[config.mk]
export PLATFORM = sky130hd
export DESIGN_NAME = load_store_unit
export DESIGN_NICKNAME = d
export VERILOG_FILES = /design/src/rtl/load_store_unit_pkg.sv /design/src/rtl/load_align.sv /design/src/rtl/load_store_unit.sv
export SDC_FILE = /design/constraint.sdc
export NUM_CORES = 1
export LEC_CHECK = 0
export ABC_AREA = 1
export CORE_MARGIN = 4
export CORE_UTILIZATION = 30
export DETAILED_ROUTE_END_ITERATION = 12
export SETUP_SLACK_MARGIN = 0.15
export SLEW_MARGIN = 0
export SYNTH_ARGS = -nofsm -noshare
export SYNTH_HDL_FRONTEND = slang
export SYNTH_HIERARCHICAL = 1
export SYNTH_SLANG_ARGS = --single-unit
export TNS_END_PERCENT = 20
[constraint.sdc]
create_clock -name clk -period 3.3 [get_ports clk]
set_input_delay 0.495 -clock clk [delete_from_list [all_inputs] [get_ports clk]]
set_output_delay 0.495 -clock clk [all_outputs]
set_load 0.03 [all_outputs]
[src/rtl/load_store_unit_pkg.sv]
// rtl/load_store_unit_pkg.sv - shared FSM encoding, legal byte-enable patterns and defaults
package load_store_unit_pkg;

  localparam int TIMEOUT_DEFAULT = 255;

  localparam logic [1:0] ST_IDLE   = 2'd0;
  localparam logic [1:0] ST_ACCESS = 2'd1;
  localparam logic [1:0] ST_RESP   = 2'd2;
  localparam logic [1:0] ST_ERR    = 2'd3;

  localparam logic [3:0] BE_B0 = 4'b0001;
  localparam logic [3:0] BE_B1 = 4'b0010;
  localparam logic [3:0] BE_B2 = 4'b0100;
  localparam logic [3:0] BE_B3 = 4'b1000;
  localparam logic [3:0] BE_H0 = 4'b0011;
  localparam logic [3:0] BE_H1 = 4'b1100;
  localparam logic [3:0] BE_W  = 4'b1111;

  function automatic logic be_legal(input logic [3:0] be);
    case (be)
      BE_B0, BE_B1, BE_B2, BE_B3, BE_H0, BE_H1, BE_W: be_legal = 1'b1;
      default:                                        be_legal = 1'b0;
    endcase
  endfunction

  // Store data sits in the low bits; replicate it so every enabled lane sees it.
  function automatic logic [31:0] replicate_store(input logic [3:0] be, input logic [31:0] data);
    case (be)
      BE_B0, BE_B1, BE_B2, BE_B3: replicate_store = {4{data[7:0]}};
      BE_H0, BE_H1:               replicate_store = {2{data[15:0]}};
      default:                    replicate_store = data;
    endcase
  endfunction

endpackage

[src/rtl/load_align.sv]
// rtl/load_align.sv - selects the enabled lane of a read word and extends it to 32 bits
module load_align
  import load_store_unit_pkg::*;
(
  input  logic [3:0]  mem_be,
  input  logic [31:0] mem_rdata,
  input  logic        mem_signed_extend,
  output logic [31:0] word
);

  // Lane pick followed by sign or zero extension; word loads pass through.
  always_comb begin
    word = 32'd0;
    case (mem_be)
      BE_B0: word = {{24{mem_signed_extend & mem_rdata[7]}},  mem_rdata[7:0]};
      BE_B1: word = {{24{mem_signed_extend & mem_rdata[15]}}, mem_rdata[15:8]};
      BE_B2: word = {{24{mem_signed_extend & mem_rdata[23]}}, mem_rdata[23:16]};
      BE_B3: word = {{24{mem_signed_extend & mem_rdata[31]}}, mem_rdata[31:24]};
      BE_H0: word = {{16{mem_signed_extend & mem_rdata[15]}}, mem_rdata[15:0]};
      BE_H1: word = {{16{mem_signed_extend & mem_rdata[31]}}, mem_rdata[31:16]};
      BE_W:  word = mem_rdata;
      default: word = 32'd0;
    endcase
  end

endmodule

[src/rtl/load_store_unit.sv]
// rtl/load_store_unit.sv - single-outstanding load/store engine with ack timeout
module load_store_unit
  import load_store_unit_pkg::*;
#(
  parameter int TIMEOUT = TIMEOUT_DEFAULT
) (
  input  logic        clk,
  input  logic        reset,
  input  logic        start,
  input  logic        dm_we,
  input  logic [3:0]  dm_be,
  input  logic        mem_signed_extend,
  input  logic [31:0] addr,
  input  logic [31:0] store_data,
  output logic [31:0] load_data,
  output logic        done,
  output logic        busy,
  output logic        bus_error,
  output logic        mem_req,
  output logic        mem_we,
  output logic [29:0] mem_addr,
  output logic [3:0]  mem_be,
  output logic [31:0] mem_wdata,
  input  logic        mem_ack,
  input  logic [31:0] mem_rdata
);

  localparam logic [7:0] TIMEOUT_COUNT = TIMEOUT[7:0];

  logic [1:0]  state;
  logic        we_q;
  logic        sext_q;
  logic [3:0]  be_q;
  logic [29:0] addr_q;
  logic [31:0] wdata_q;
  logic [31:0] load_q;
  logic [7:0]  wait_count;
  logic [7:0]  wait_count_next;
  logic        timeout_hit;
  logic [31:0] aligned_word;

  // Byte offset is already encoded in dm_be, so the low address bits carry no extra information.
  logic unused_addr_bits;
  assign unused_addr_bits = ^addr[1:0];

  assign wait_count_next = wait_count + 8'd1;
  assign timeout_hit     = (wait_count_next == TIMEOUT_COUNT);

  load_align u_load_align (
    .mem_be            (be_q),
    .mem_rdata         (mem_rdata),
    .mem_signed_extend (sext_q),
    .word              (aligned_word)
  );

  // Request capture, access sequencing and timeout tracking.
  always_ff @(posedge clk or posedge reset) begin
    if (reset) begin
      state      <= ST_IDLE;
      we_q       <= 1'b0;
      sext_q     <= 1'b0;
      be_q       <= 4'd0;
      addr_q     <= 30'd0;
      wdata_q    <= 32'd0;
      load_q     <= 32'd0;
      wait_count <= 8'd0;
    end else begin
      case (state)
        ST_IDLE: begin
          if (start) begin
            if (be_legal(dm_be)) begin
              we_q       <= dm_we;
              sext_q     <= mem_signed_extend;
              be_q       <= dm_be;
              addr_q     <= addr[31:2];
              wdata_q    <= replicate_store(dm_be, store_data);
              wait_count <= 8'd0;
              state      <= ST_ACCESS;
            end else begin
              state <= ST_ERR;
            end
          end
        end
        ST_ACCESS: begin
          // An ack in the same cycle as the timeout still completes the access.
          if (mem_ack) begin
            load_q <= we_q ? 32'd0 : aligned_word;
            state  <= ST_RESP;
          end else begin
            wait_count <= wait_count_next;
            if (timeout_hit) begin
              state <= ST_ERR;
            end
          end
        end
        ST_RESP: state <= ST_IDLE;
        default: state <= ST_IDLE;
      endcase
    end
  end

  assign mem_req   = (state == ST_ACCESS);
  assign mem_we    = (state == ST_ACCESS) & we_q;
  assign busy      = (state == ST_ACCESS);
  assign done      = (state == ST_RESP);
  assign bus_error = (state == ST_ERR);
  assign mem_addr  = addr_q;
  assign mem_be    = be_q;
  assign mem_wdata = wdata_q;
  assign load_data = load_q;

endmodule

* Yosys cells after proc, flatten, opt, wreduce, memory -nomap -nowiden *
Cells that the tools add are included.

cells by class
  add/subtract/negate cells = 1
  multipliers = 0
  div/mod/pow operators = 0
  order comparisons = 0
  eq/ne operators = 22
  shifts and indexed selects = 0
  multiplexer cells = 15
  bitwise operators = 5
  reduce and logical (&&, ||, !) cells = 9

operators with widths
  cell                 count
  $pmux 32 s7          1
  $pmux 32 s2          1
  $mux 32              1
  $eq 4x4->1 const B   6
  $mux 8               3
  $eq 4x2->1 const B   4
  $pmux 8 s2           1
  $add 8x1->8 const B  1
  $eq 4x1->1 const B   2
  $eq 4x3->1 const B   2
  $eq 8x8->1 const B   1
  $mux 2               4
  $reduce_or 7->1      1
  $ne 2x2->1 const B   3
  $and 1x1->1          5
  $eq 2x2->1 const B   2
  $pmux 2 s2           1
  $reduce_and 2->1     2
  $reduce_and 4->1     1
  $reduce_or 4->1      1
  $mux 1               3
  $ne 3x1->1 const B   1
  $reduce_and 3->1     1
  $eq 2x1->1 const B   1
  other kinds (3)      3

word-level totals
  flip-flop bits (word level) = 110
  bits in latches = 0
  bits in writable memories = 0
  bits in read-only memories = 0
  input port bits = 106
  memories = 0

* Depth between registers and ports, before layout *
Gate-level depths: netlist of run 1.

  word-level depth = 8
  mapped depth = 12
  depth with buffers taken out = 11

* By module *
Netlist of run 1, hierarchy kept.

modules (own cells, without submodules)
  module           times used  cells each  area an instance (sq um)  seq. area each (sq um)
  load_store_unit  1           615         4921.0                    2752.6
  load_align       1           235         1138.6                    0.0

* Worst setup path before layout of run 1 *
Ideal clock, no wire load.

  path kind = reg2out
  start point = register state[1]
  end point = output port mem_we
  data arrival time = 1.534 ns
  required time = 2.805 ns
  setup slack = 1.271 ns
  cell stages (with the launch flop) = 5
  buffers on the path = 1
  cells stage by stage = dfrtp_1 > nor2_2 > inv_1 > clkbuf_1 > nor2_1

between the ends
  longest elaborated chain between the ends = 2

ends and longest elaborated chain
  what                      line                    RTL
  start: declaration        load_store_unit.sv:30   logic [1:0] state;
  start signal: assignment  load_store_unit.sv:59   state <= ST_IDLE;
  start signal: assignment  load_store_unit.sv:78   state <= ST_ACCESS;
  start signal: assignment  load_store_unit.sv:80   state <= ST_ERR;
  $eq 2x1->1                -
  named net busy            load_store_unit.sv:17   output logic busy,
  $and 1x1->1               load_store_unit.sv:103  assign mem_we = (state == ST_ACCESS) & we_q;
  end: declaration          load_store_unit.sv:20   output logic mem_we,

The timed path passes the listed nets, and every way through them passes these cells.

* Worst setup path in the final report of run 1 *
  start point = register state[0]
  end point = output port mem_we

between the ends
  longest elaborated chain between the ends = 2

ends and longest elaborated chain
  what         line
  $eq 2x1->1   load_store_unit.sv:103
  $and 1x1->1  load_store_unit.sv:103

Every way passes these cells.

==> run summary, run 1 <==
The run finished with clean final reports. The number of nets in the finished design is 1143. The total negative slack came out at 0 ns.

In the post-synthesis netlist, the biggest area contributors are dfrtp_1 45%, nand2_1 24%, nand3_1 6.7%. The standard cell core area came out at 19700 µm². The sequential share of power is 30.4%. TritonCTS built the clock tree. The leftover overflow at the end of global routing came out at 0. The critical path buffer and inverter count came out at 4. The root buffer selected by CTS is clkbuf_16. The worst-case clock skew came out at 0.0106 ns. The estimated wirelength of the detail-placed design is between 10000 and 15000 µm. The routed design could run at a clock period as short as approximately 2.7 ns. The full die area came out at 22500 µm².

After synthesis, the largest area contributor takes up 45.4% of total cell area. STA classifies the critical path endpoint as a primary output. dfrtp_1 takes more of the synthesized area than any other cell. The overall via count from detail_route is between 5000 and 6000. The worst setup path is launched from a flop.

Summed over all layers, the routed wires come to around 19000 µm. The horizontal extent of the die is 150 µm. The longest individual stage delay on the worst path is 0.71 ns. The number of synthesized register bits is 110. Per report_power, the combinational group accounts for 54.6% of the total. The number of violations reported at the end of detailed-routing iteration 0 came out at 341. The via count of the first global-routing pass came to 5783.

Clock latency on the worst-skew pair, taken at its later pin, is roughly 0.37 ns. The per-instance average area after synthesis is between 7 and 8 µm². The worst slack at placement is 0.833 ns. The number of antenna-violating nets in the routed design came out at 0. The max-slew violation count is 0. CTS built an H-tree with a depth of 3.

The global-route wire length before repair is 30500 µm. The fmax came out at between 0.3 and 0.4 GHz. The number of rows in the core area is 51. Cell internal power was estimated by the tool at 4.06 mW. The path class of the tightest hold or removal check is flop to flop. The clock transition time at the flip-flop clock pins of the worst setup and hold paths is 0.08 ns.

For this run, the total global-route usage over all layers was measured as ~17%. The starting utilization of the core area came out at 30.8%. Setup violations remaining at the end of the flow were counted as 0. From synthesis to final layout, the design area changed by 41.9%. In this run the power spent charging and discharging nets is 3.66 mW. Sequential cells were found to cover 45.4% of the synthesized design area. The most instantiated library cell after synthesis is nand2_1. The I/O pin count is about 210. The number of antenna violations at the first check in global routing is 0. Buffers inserted to repair hold after CTS numbered 0. The leakage power figure came out at 4.43 nW. The power per standard cell area came out at about 900 nW/µm².

In this design, the critical path's most frequently occurring cell is inv_1. The maximum number of pins on one net before global-route repair came out at 67. The gate count of the mapped netlist came out at 850. Max-cap violations in this run came to 0. Traced cell by cell, the critical path runs through inv_1 -> nor2_2 -> inv_1 -> buf_4 -> nor2_1 -> clkdlybuf4s50_1. Counting every sink on the clock net gives 110.

The net switching fraction of the power came out at 47.4%. The number of filler instances in the final layout is 2071. The fraction of the cycle the final worst path needs came out at 83.2%. The routability congestion estimate is 0.869. The proportion of power drawn by the clock network is approximately 15%. The largest fanout on the critical path came out at 35. The mean routed wirelength per cell came out at 14.9 µm.

The transition at the pin with the smallest max-transition slack came out at 0.828 ns. The largest buffer count on any clock path came out at 2. By startpoint and endpoint, the worst setup path is classified as flop to primary output. The count of warnings emitted by yosys is 6.

Counting flops with an async set or reset pin after synthesis yields a share of 100%. Synthesis instantiated 23 different standard cells from the library. The total of cells resized after clock tree synthesis is 0. The worst path required time is about 2.8 ns. After layout, the worst setup slack is 0.555 ns. The max-slew headroom at the worst pin is 44.8%. In the routed design, unresolved DRC markers number 0. The number of clock buffers added by TritonCTS is 9. Among all flip-flop cells after synthesis, the most frequent one is dfrtp_1.

Setup repair after global routing left no endpoint under its margin. The number of enable-type register cells in the synthesized netlist is 0. The first-pass detailed-route iteration total is 5. The number of setup buffers added after CTS came out at 0. The cell area after technology mapping is 6060 µm². Data arrives at the worst endpoint at 2.25 ns. The critical path's slowest cell is clkdlybuf4s50_1. The worst vdd rail ir drop came out at 0.430 mV.

The via density per instance is 4.52. The share of cells above drive strength 1 came out at 7.40%. The final antenna diode count came out at 0.

The overall die height is 150 µm. The net count after synthesis came out at ~960. The total of buffers placed on input and output ports came out at 206.

Counting instances in the post-synthesis netlist gives the leading cell types as 384 x nand2_1, 110 x dfrtp_1, 81 x nand3_1. The total count of hold-check failures in the final report was 0. The kind of cell with the highest combined delay along the critical path is buffers and inverters.
## layout make-up
cell class / instances / area (µm²) / share of cell area, %
Tap cell: 265 / 332 / 3.86
Clock inverter: 7 / 91.3 / 1.06
Timing Repair Buffer: 217 / 2170 / 25.2
Inverter: 56 / 214 / 2.49
Clock buffer: 9 / 225 / 2.62
Multi-Input combinational cell: 641 / 2810 / 32.7
Sequential cell: 110 / 2750 / 32.0
## cells in the final DEF (no fill, tap or decap), drive strengths merged
cell,netlist,layout
nand2,409,409
clkdlybuf4s50,0,206
dfrtp,110,110
nand3,87,87
nor2,67,67
o21ai,60,60
inv,55,58
buf,27,11
clkbuf,16,9
a21oi,8,8
nand4,4,4
clkinv,1,4
or2,2,2
o21bai,2,2
ha,2,2
clkinvlp,0,1
## cells by family after synthesis
logic type / after synthesis / synth area share [%]
compound gates: 70 / 5.86
flops: 110 / 45.4
simple gates: 569 / 40.1
buf+inv: 99 / 8.20
fa+ha+maj: 2 / 0.413
## flip-flops by register name, summed over array words and instances (netlist names)
register and flops:
mem_be 4, we_q 1, mem_addr 30, load_data 32, state 2, sext_q 1
mem_wdata 32, wait_count 8
## stage by stage
step                std cells  cell area (µm²)  power, mW  hold slack (ns)  utilization (%)
floorplan                 850             6060       4.90            0.475                -
global placement         1289             8280       6.58            0.462             42.1
detailed placement       1289             8280       6.61            0.465             42.1
CTS                      1305             8600       7.83            0.488             43.7
global route             1305             8600       8.25            0.499             43.7
finish                   1305             8600       7.72            0.482             43.7
## metal layers
layer / part of all wire [%] / vias up / track usage [%]
met5: 0 / - / 0
met3: 11 / 14 / 7.50
li1: - / 3011 / -
met4: 1.2 / 0 / 4.35
met1: 43 / 2674 / 21.3
met2: 45 / 199 / 27.5
## worst paths after layout
| path | start | to | slack, ns | depth (start not counted) |
|---|---|---|---|---|
| max | state[0] | mem_we | 0.56 | 6 |
| min | mem_wdata[23] | mem_wdata[23] | 0.48 | 2 |
| max reg2reg | mem_be[2] | load_data[26] | 1.01 | 7 |
| min reg2reg | mem_wdata[23] | mem_wdata[23] | 0.48 | 2 |
| max in group asynchronous | reset | load_data[15] | 2.06 | 3 |
| min in group asynchronous | reset | load_data[5] | 0.53 | 2 |
## tightest hold or removal path: cells and delay by family, from the launching register on
kind | cells | cell delay (ns)
flip-flops | 1 | 0.35
AND/OR/NAND/NOR | 2 | 0.10
## power groups by stage
stage          combinational [mW]  clock [mW]  sequential (mW)
2_1_floorplan                1.51           0             3.39
3_3_place_gp                 4.23           0             2.35
3_5_place_dp                 4.26           0             2.35
4_1_cts                      4.27        1.21             2.35
5_1_grt                      4.56        1.25             2.43
6_report                     4.22        1.16             2.35
Note: power is estimated with default switching activity, not from simulation.
==> run 2: changes to the inputs <==
==> constraint.sdc (replaced) <==
create_clock -name clk -period 2.45 [get_ports clk]
set_input_delay 0.3675 -clock clk [delete_from_list [all_inputs] [get_ports clk]]
set_output_delay 0.3675 -clock clk [all_outputs]
set_load 0.03 [all_outputs]
==> run summary, run 2 (synthesis gave the netlist of run 1 again) <==
Status: completed (unchanged). The clock net sink count is 110 (unchanged). The number of violations of the max-capacitance limit is 0 (unchanged). The shortest period the worst path allows is 2.08 ns. The fmax came out at 0.481 GHz.

Commonest cells after routing, fill and taps aside: 384 x nand2_1, 205 x clkdlybuf4s50_1, 110 x dfrtp_1 (was 384 x nand2_1, 206 x clkdlybuf4s50_1, 110 x dfrtp_1). The number of rows in the core area is 51 (unchanged). The type of the most critical hold path is flop to flop (unchanged).

The number of nets in the finished design is 1147 (was 1143). The maximum number of pins on one net before global-route repair is 111 (was 67). The share of cells above drive strength 1 is 7.76% (was 7.40%). The I/O pin count is 209 (unchanged). The transition at the pin with the smallest max-transition slack came out at 0.646 ns (was 0.828 ns). The synthesis-to-finish area growth is 42.7% (was 41.9%).

RSZ-0062 raised after global routing: no (unchanged). The final cell count without fillers was 1309 (was 1305). The leftover overflow at the end of global routing came out at 0 (unchanged). The number of antenna-violating nets in the routed design came out at 0 (unchanged). The first-pass detailed-route iteration total is 4 (was 5). Series of cell instances along the critical path: nor2_2 -> clkdlybuf4s50_1 (was inv_1 -> nor2_2 -> inv_1 -> buf_4 -> nor2_1 -> clkdlybuf4s50_1). The total of buffers placed on input and output ports was 206 (unchanged). The estimated wirelength of the detail-placed design is 13800 µm (was 14100 µm). The max-slew violation count came out at 0 (unchanged). The standard cell core area came out at 19700 µm² (unchanged). The total count of hold-check failures in the final report came out at 0 (unchanged). The critical path data arrival time came out at 1.71 ns (was 2.25 ns).

The mean routed wirelength per cell came out at 14.6 µm (was 14.9 µm). The number of violations reported at the end of detailed-routing iteration 0 came out at 241 (was 341). The max-slew headroom at the worst pin came out at 56.9% (was 44.8%).

The overall via count from detail_route came to 5914 (was 5898). The insertion delay of the later-clocked pin in the worst-skew pair was 0.36 ns (was 0.37 ns). The starting utilization of the core area came out at 30.8% (unchanged).

The via count of the first global-routing pass came out at 5993 (was 5783). The largest buffer count on any clock path was 2 (unchanged). The clock transition time at the flip-flop clock pins of the worst setup and hold paths came out at 0.09 ns (was 0.08 ns). The power per standard cell area is 1210 nW/µm² (was 898 nW/µm²).

The final antenna diode count came to 0 (unchanged). The worst-case clock skew came out at 0.0143 ns (was 0.0106 ns). The total negative slack came out at 0 ns (unchanged). The horizontal extent of the die came out at 150 µm (unchanged).

The largest fanout on the critical path is 4 (was 35). The critical path launch point type is a flop (unchanged). The global-route wire length before repair came out at 30700 µm (was 30500 µm). The category of the critical setup timing path is flop to primary output (unchanged). The number of placed instances with taps included came out at 1293 (was 1289).

The leakage power figure is 4.46 nW (was 4.43 nW). The clock tree from TritonCTS is yes (unchanged). The overall die height was 150 µm (unchanged). The critical path's slowest cell is clkdlybuf4s50_1 (unchanged). The worst vdd rail ir drop is 0.598 mV (was 0.430 mV). The H-tree depth was 3 (unchanged).

The full die area is 22500 µm² (unchanged). The DRC violation count after routing was 0 (unchanged). The worst path required time is 2.08 ns (was 2.80 ns). The longest individual stage delay on the worst path came out at 0.71 ns (about the same). The total global routing track utilization came out at 17.3% (was 17.2%). The end-of-flow core utilization came out at 44.0% (was 43.7%). The fraction of the cycle the final worst path needs is 84.8%. The number of antenna violations at the first check in global routing is 1 (was 0). The most common library cell in the layout ignoring fill and taps is nand2_1 (unchanged). The number of buffers created by CTS came out at 9 (unchanged). The type of destination of the critical path was a primary output (unchanged).

The root buffer selected by CTS is clkbuf_16 (unchanged). The number of failing setup endpoints in the final timing report came to 0 (unchanged). The via density per instance came to 4.52 (about the same). The overall routed net length came out at 19100 µm (was 19500 µm).

The routability congestion estimate is 0.855 (was 0.869).
run 2: changes by cell type in the layout (fill, tap and decap cells not counted), sizes merged:
cell / before / now
bufinv: 0 / 1
buf: 11 / 15
clkinvlp: 1 / 2
dlygate4sd2: 0 / 1
clkdlybuf4s50: 206 / 205
inv: 58 / 56
run 2: worst paths after layout:
| path | startpoint | to | slack [ns] | depth (start not counted) |
|---|---|---|---|---|
| max | state[1] | busy | 0.37 | 2 |
| min | mem_wdata[20] | mem_wdata[20] | 0.48 | 2 |
| max reg2reg | mem_be[3] | load_data[26] | 0.73 | 8 |
| min reg2reg | mem_wdata[20] | mem_wdata[20] | 0.48 | 2 |
| max in group asynchronous | reset | mem_wdata[27] | 1.44 | 3 |
| min in group asynchronous | reset | load_data[6] | 0.52 | 3 |
run 2: metal layers:
| metal | vias up | routed length [µm] | track usage (%) |
|---|---|---|---|
| met5 | - | 13 | 0 |
| met4 | 2 | 179 | 4.16 |
| li1 | 3020 | - | - |
| met2 | 188 | 8460 | 27.1 |
| met1 | 2692 | 8400 | 21.8 |
| met3 | 12 | 2090 | 7.89 |
run 2: power by group:
group	total (mW)	internal [mW]	switching, mW
Sequential	3.13	2.60	0.530
Combinational	5.74	2.17	3.57
Clock	1.61	0.832	0.779
run 2: what timing repair did:
action | in CTS | in global routing
hold buffers | 0 | 0
buffers inserted | 0 | 0
resized for setup | 1 | 0
setup endpoints to repair | 1 | 0
run 2: final cells by class:
type                       instances  area (µm²)
sequential                       110        2750
multi-input combinational        641        2810
clock inverter                     7         103
inverter                          56         214
timing repair buffer             221        2210
fill                            2076       11000
clock buffer                       9         225
tap                              265         332
run 2: critical path: cells and delay by family, from the launching register on:
| kind | cells | cell delay, ns |
|---|---|---|
| buf+inv | 1 | 0.71 |
| flops | 1 | 0.43 |
| simple gates | 1 | 0.22 |
run 2: through the flow:
step | hold WS [ns] | power, mW | cell area (µm²) | worst slack (ns)
final | 0.484 | 10.5 | 8650 | 0.372
after CTS | 0.488 | 10.6 | 8650 | 0.317
after global placement | 0.462 | 8.92 | 8320 | 0.316
after global routing | 0.509 | 11.2 | 8650 | 0.279
after detailed placement | 0.464 | 8.95 | 8320 | 0.288
after floorplan | 0.475 | 6.61 | 6060 | 0.549
==> run 3: changes to the inputs <==
==> constraint.sdc (replaced) <==
create_clock -name clk -period 1.7 [get_ports clk]
set_input_delay 0.255 -clock clk [delete_from_list [all_inputs] [get_ports clk]]
set_output_delay 0.255 -clock clk [all_outputs]
set_load 0.03 [all_outputs]
==> run summary, run 3 (synthesis gave the netlist of run 1 again) <==
Status: completed (unchanged). The largest fanout on the critical path came to 4 (unchanged). The global-route wire length before repair is 31600 µm (was 30700 µm). The overall routed net length came out at 20800 µm (was 19100 µm). The clock net sink count was 110 (unchanged). The most common library cell in the layout ignoring fill and taps was nand2_1 (unchanged).

The transition at the pin with the smallest max-transition slack came out at 0.409 ns (was 0.646 ns). The critical path data arrival time came out at 1.42 ns (was 1.71 ns). The worst vdd rail ir drop came to 0.753 mV (was 0.598 mV). The setup slack on the worst flop-to-flop path came out at 0.10 ns (was 0.73 ns). The root buffer selected by CTS is clkbuf_16 (unchanged).

The full die area is 22500 µm² (unchanged). The mean routed wirelength per cell is 15.2 µm (was 14.6 µm). Static timing analysis puts the maximum clock frequency at between 0.5 and 0.6 GHz. The combinational fraction of design power came out at 56.4% (was 54.7%). The design internal power came out at 7.93 mW (was 5.60 mW). The power consumption is 15.4 mW (was 10.5 mW). RSZ-0062 raised after global routing: yes (was no). The overall via count from detail_route came to 6384 (was 5914). The via count of the first global-routing pass came out at 6158 (was 5993). The type of the most critical hold path is primary input to flop (was flop to flop).

The first element of the critical path is state[1] (unchanged). The number of failing setup endpoints in the final timing report came to 0 (unchanged). The insertion delay of the later-clocked pin in the worst-skew pair is 0.37 ns (was 0.36 ns). The via density per instance was 4.67 (was 4.52). The estimated wirelength of the detail-placed design came to 15000 µm (was 13800 µm). The DRC violation count after routing is 0 (unchanged).

The worst flop-to-flop path endpoint is load_data[21] (was load_data[26]). The register area came to 2760 µm² (was 2750 µm²). The I/O pin count came out at 209 (unchanged).

The number of nets in the finished design came to 1204 (was 1147). The reg-to-reg critical path startpoint was mem_be[2] (was mem_be[3]). The hold slack came to 0.218 ns (was 0.484 ns). The horizontal extent of the die is 150 µm (unchanged). Subtracting the final worst setup slack from the clock period gives 1.67 ns. The clock transition time at the flip-flop clock pins of the worst setup and hold paths came out at 0.08 ns (was 0.09 ns). The worst slack at placement is -0.216 ns (was 0.288 ns). The total negative slack is 0 ns (unchanged).

The share of cells above drive strength 1 is 16.3% (was 7.76%). The routability congestion estimate is 0.827 (was 0.855). The end of the critical path was busy (unchanged). The number of placed instances with taps included is 1325 (was 1293). The leakage power figure came to 5.17 nW (was 4.46 nW).

The fraction of the cycle the final worst path needs came out at a little over nine tenths. The total count of hold-check failures in the final report came out at 0 (unchanged). The number of filler instances in the final layout is 2032 (was 2076). The worst-case clock skew was 0.0122 ns (was 0.0143 ns). The end-of-flow core utilization came out at 47.9% (was 44.0%). The category of the critical setup timing path was flop to primary output (unchanged).

The number of violations reported at the end of detailed-routing iteration 0 is 370 (was 241). The number of antenna-violating nets in the routed design is 0 (unchanged). The critical path launch point type is a flop (unchanged).

The number of violations of the max-capacitance limit came out at 0 (unchanged). The net switching power came to 7.52 mW (was 4.87 mW). The sequential share of power came out at 29.2% (was 29.9%). The clock tree from TritonCTS is yes (unchanged). The first-pass detailed-route iteration total came out at 5 (was 4). The leftover overflow at the end of global routing came out at 0 (unchanged). The final cell count without fillers was 1366 (was 1309). The net switching fraction of the power is 48.7% (was 46.5%). The max-slew violation count is 0 (unchanged).

The maximum number of pins on one net before global-route repair is 48 (was 111). The final antenna diode count is 0 (unchanged). The cell area after layout is 9410 µm² (was 8650 µm²).

The largest buffer count on any clock path came to 2 (unchanged). The standard cell core area is 19700 µm² (unchanged). The synthesis-to-finish area growth is 55.3% (was 42.7%). The max-slew headroom at the worst pin came out at 72.8% (was 56.9%).

The area of combinational cells with multiple inputs came out at 3060 µm² (was 2810 µm²). The number of antenna violations at the first check in global routing is 0 (was 1). The cell area after placement is 8640 µm² (was 8320 µm²). The power per standard cell area came out at 1640 nW/µm² (was 1210 nW/µm²). The worst reg-to-reg path cell count is 10 (was 8). The type of destination of the critical path is a primary output (unchanged). The total of buffers placed on input and output ports is 206 (unchanged).

The number of buffers created by CTS came out at 9 (unchanged). The number of rows in the core area is 51 (unchanged). The overall die height is 150 µm (unchanged). The starting utilization of the core area is 30.8% (unchanged).

Commonest cells after routing, fill and taps aside: 375 x nand2_1, 105 x dfrtp_1, 99 x clkdlybuf4s50_1 (was 384 x nand2_1, 205 x clkdlybuf4s50_1, 110 x dfrtp_1). The total global routing track utilization is 17.7% (was 17.3%). The H-tree depth came to 3 (unchanged). The proportion of power drawn by the clock network came out at 14.4% (was 15.4%). The worst path required time was 1.44 ns (was 2.08 ns). The post-layout worst setup margin came out at 0.0257 ns (was 0.372 ns).
## run 3: critical path, cell delays in order, from the launching register on
cell and delay (ns):
dfrtp_1 0.44, nor2_4 0.20, dlygate4sd2_1 0.42
## run 3: cell type report
type,instances,share of cell area [%]
inverter,56,2.38
multi-input combinational,643,32.6
sequential,110,29.3
tap,265,3.52
clock buffer,9,2.39
timing repair buffer,276,28.9
clock inverter,7,0.904
## run 3: power groups by stage
stage	sequential [mW]	clock, mW	combinational, mW
6_report	4.51	2.22	8.71
5_1_grt	4.68	2.40	9.46
4_1_cts	4.52	2.30	8.08
3_5_place_dp	4.54	0	8.71
3_3_place_gp	4.56	0	8.66
2_1_floorplan	6.58	0	2.95
## run 3: how the worst min path moves through the flow
stage               cells after the start       endpoint   startpoint  slack [ns]
floorplan                               2    mem_addr[0]      addr[2]        0.36
global placement                        2    mem_addr[0]  mem_addr[0]        0.46
detailed placement                      2    mem_addr[0]  mem_addr[0]        0.46
CTS                                     3  wait_count[0]        reset        0.37
global route                            3      mem_be[2]     dm_be[2]        0.23
finish                                  3      mem_be[2]     dm_be[2]        0.22
## run 3: routing by layer
| layer | share of wire (%) | GRT usage, % | up-vias | routed length (µm) |
|---|---|---|---|---|
| li1 | - | - | 3143 | - |
| met2 | 46 | 28.0 | 275 | 9480 |
| met3 | 11 | 5.72 | 24 | 2210 |
| met4 | 1.8 | 5.95 | 0 | 382 |
| met1 | 42 | 22.9 | 2942 | 8730 |
| met5 | 0 | 0 | - | 0 |
## run 3: repair_timing
action | in CTS | in global routing
pin swaps | 51 | 26
buffers inserted | 2 | 16
resized for setup | 130 | 66
endpoints found under the setup margin | 129 | 109
hold buffers | 0 | 0
cloned | 0 | 7
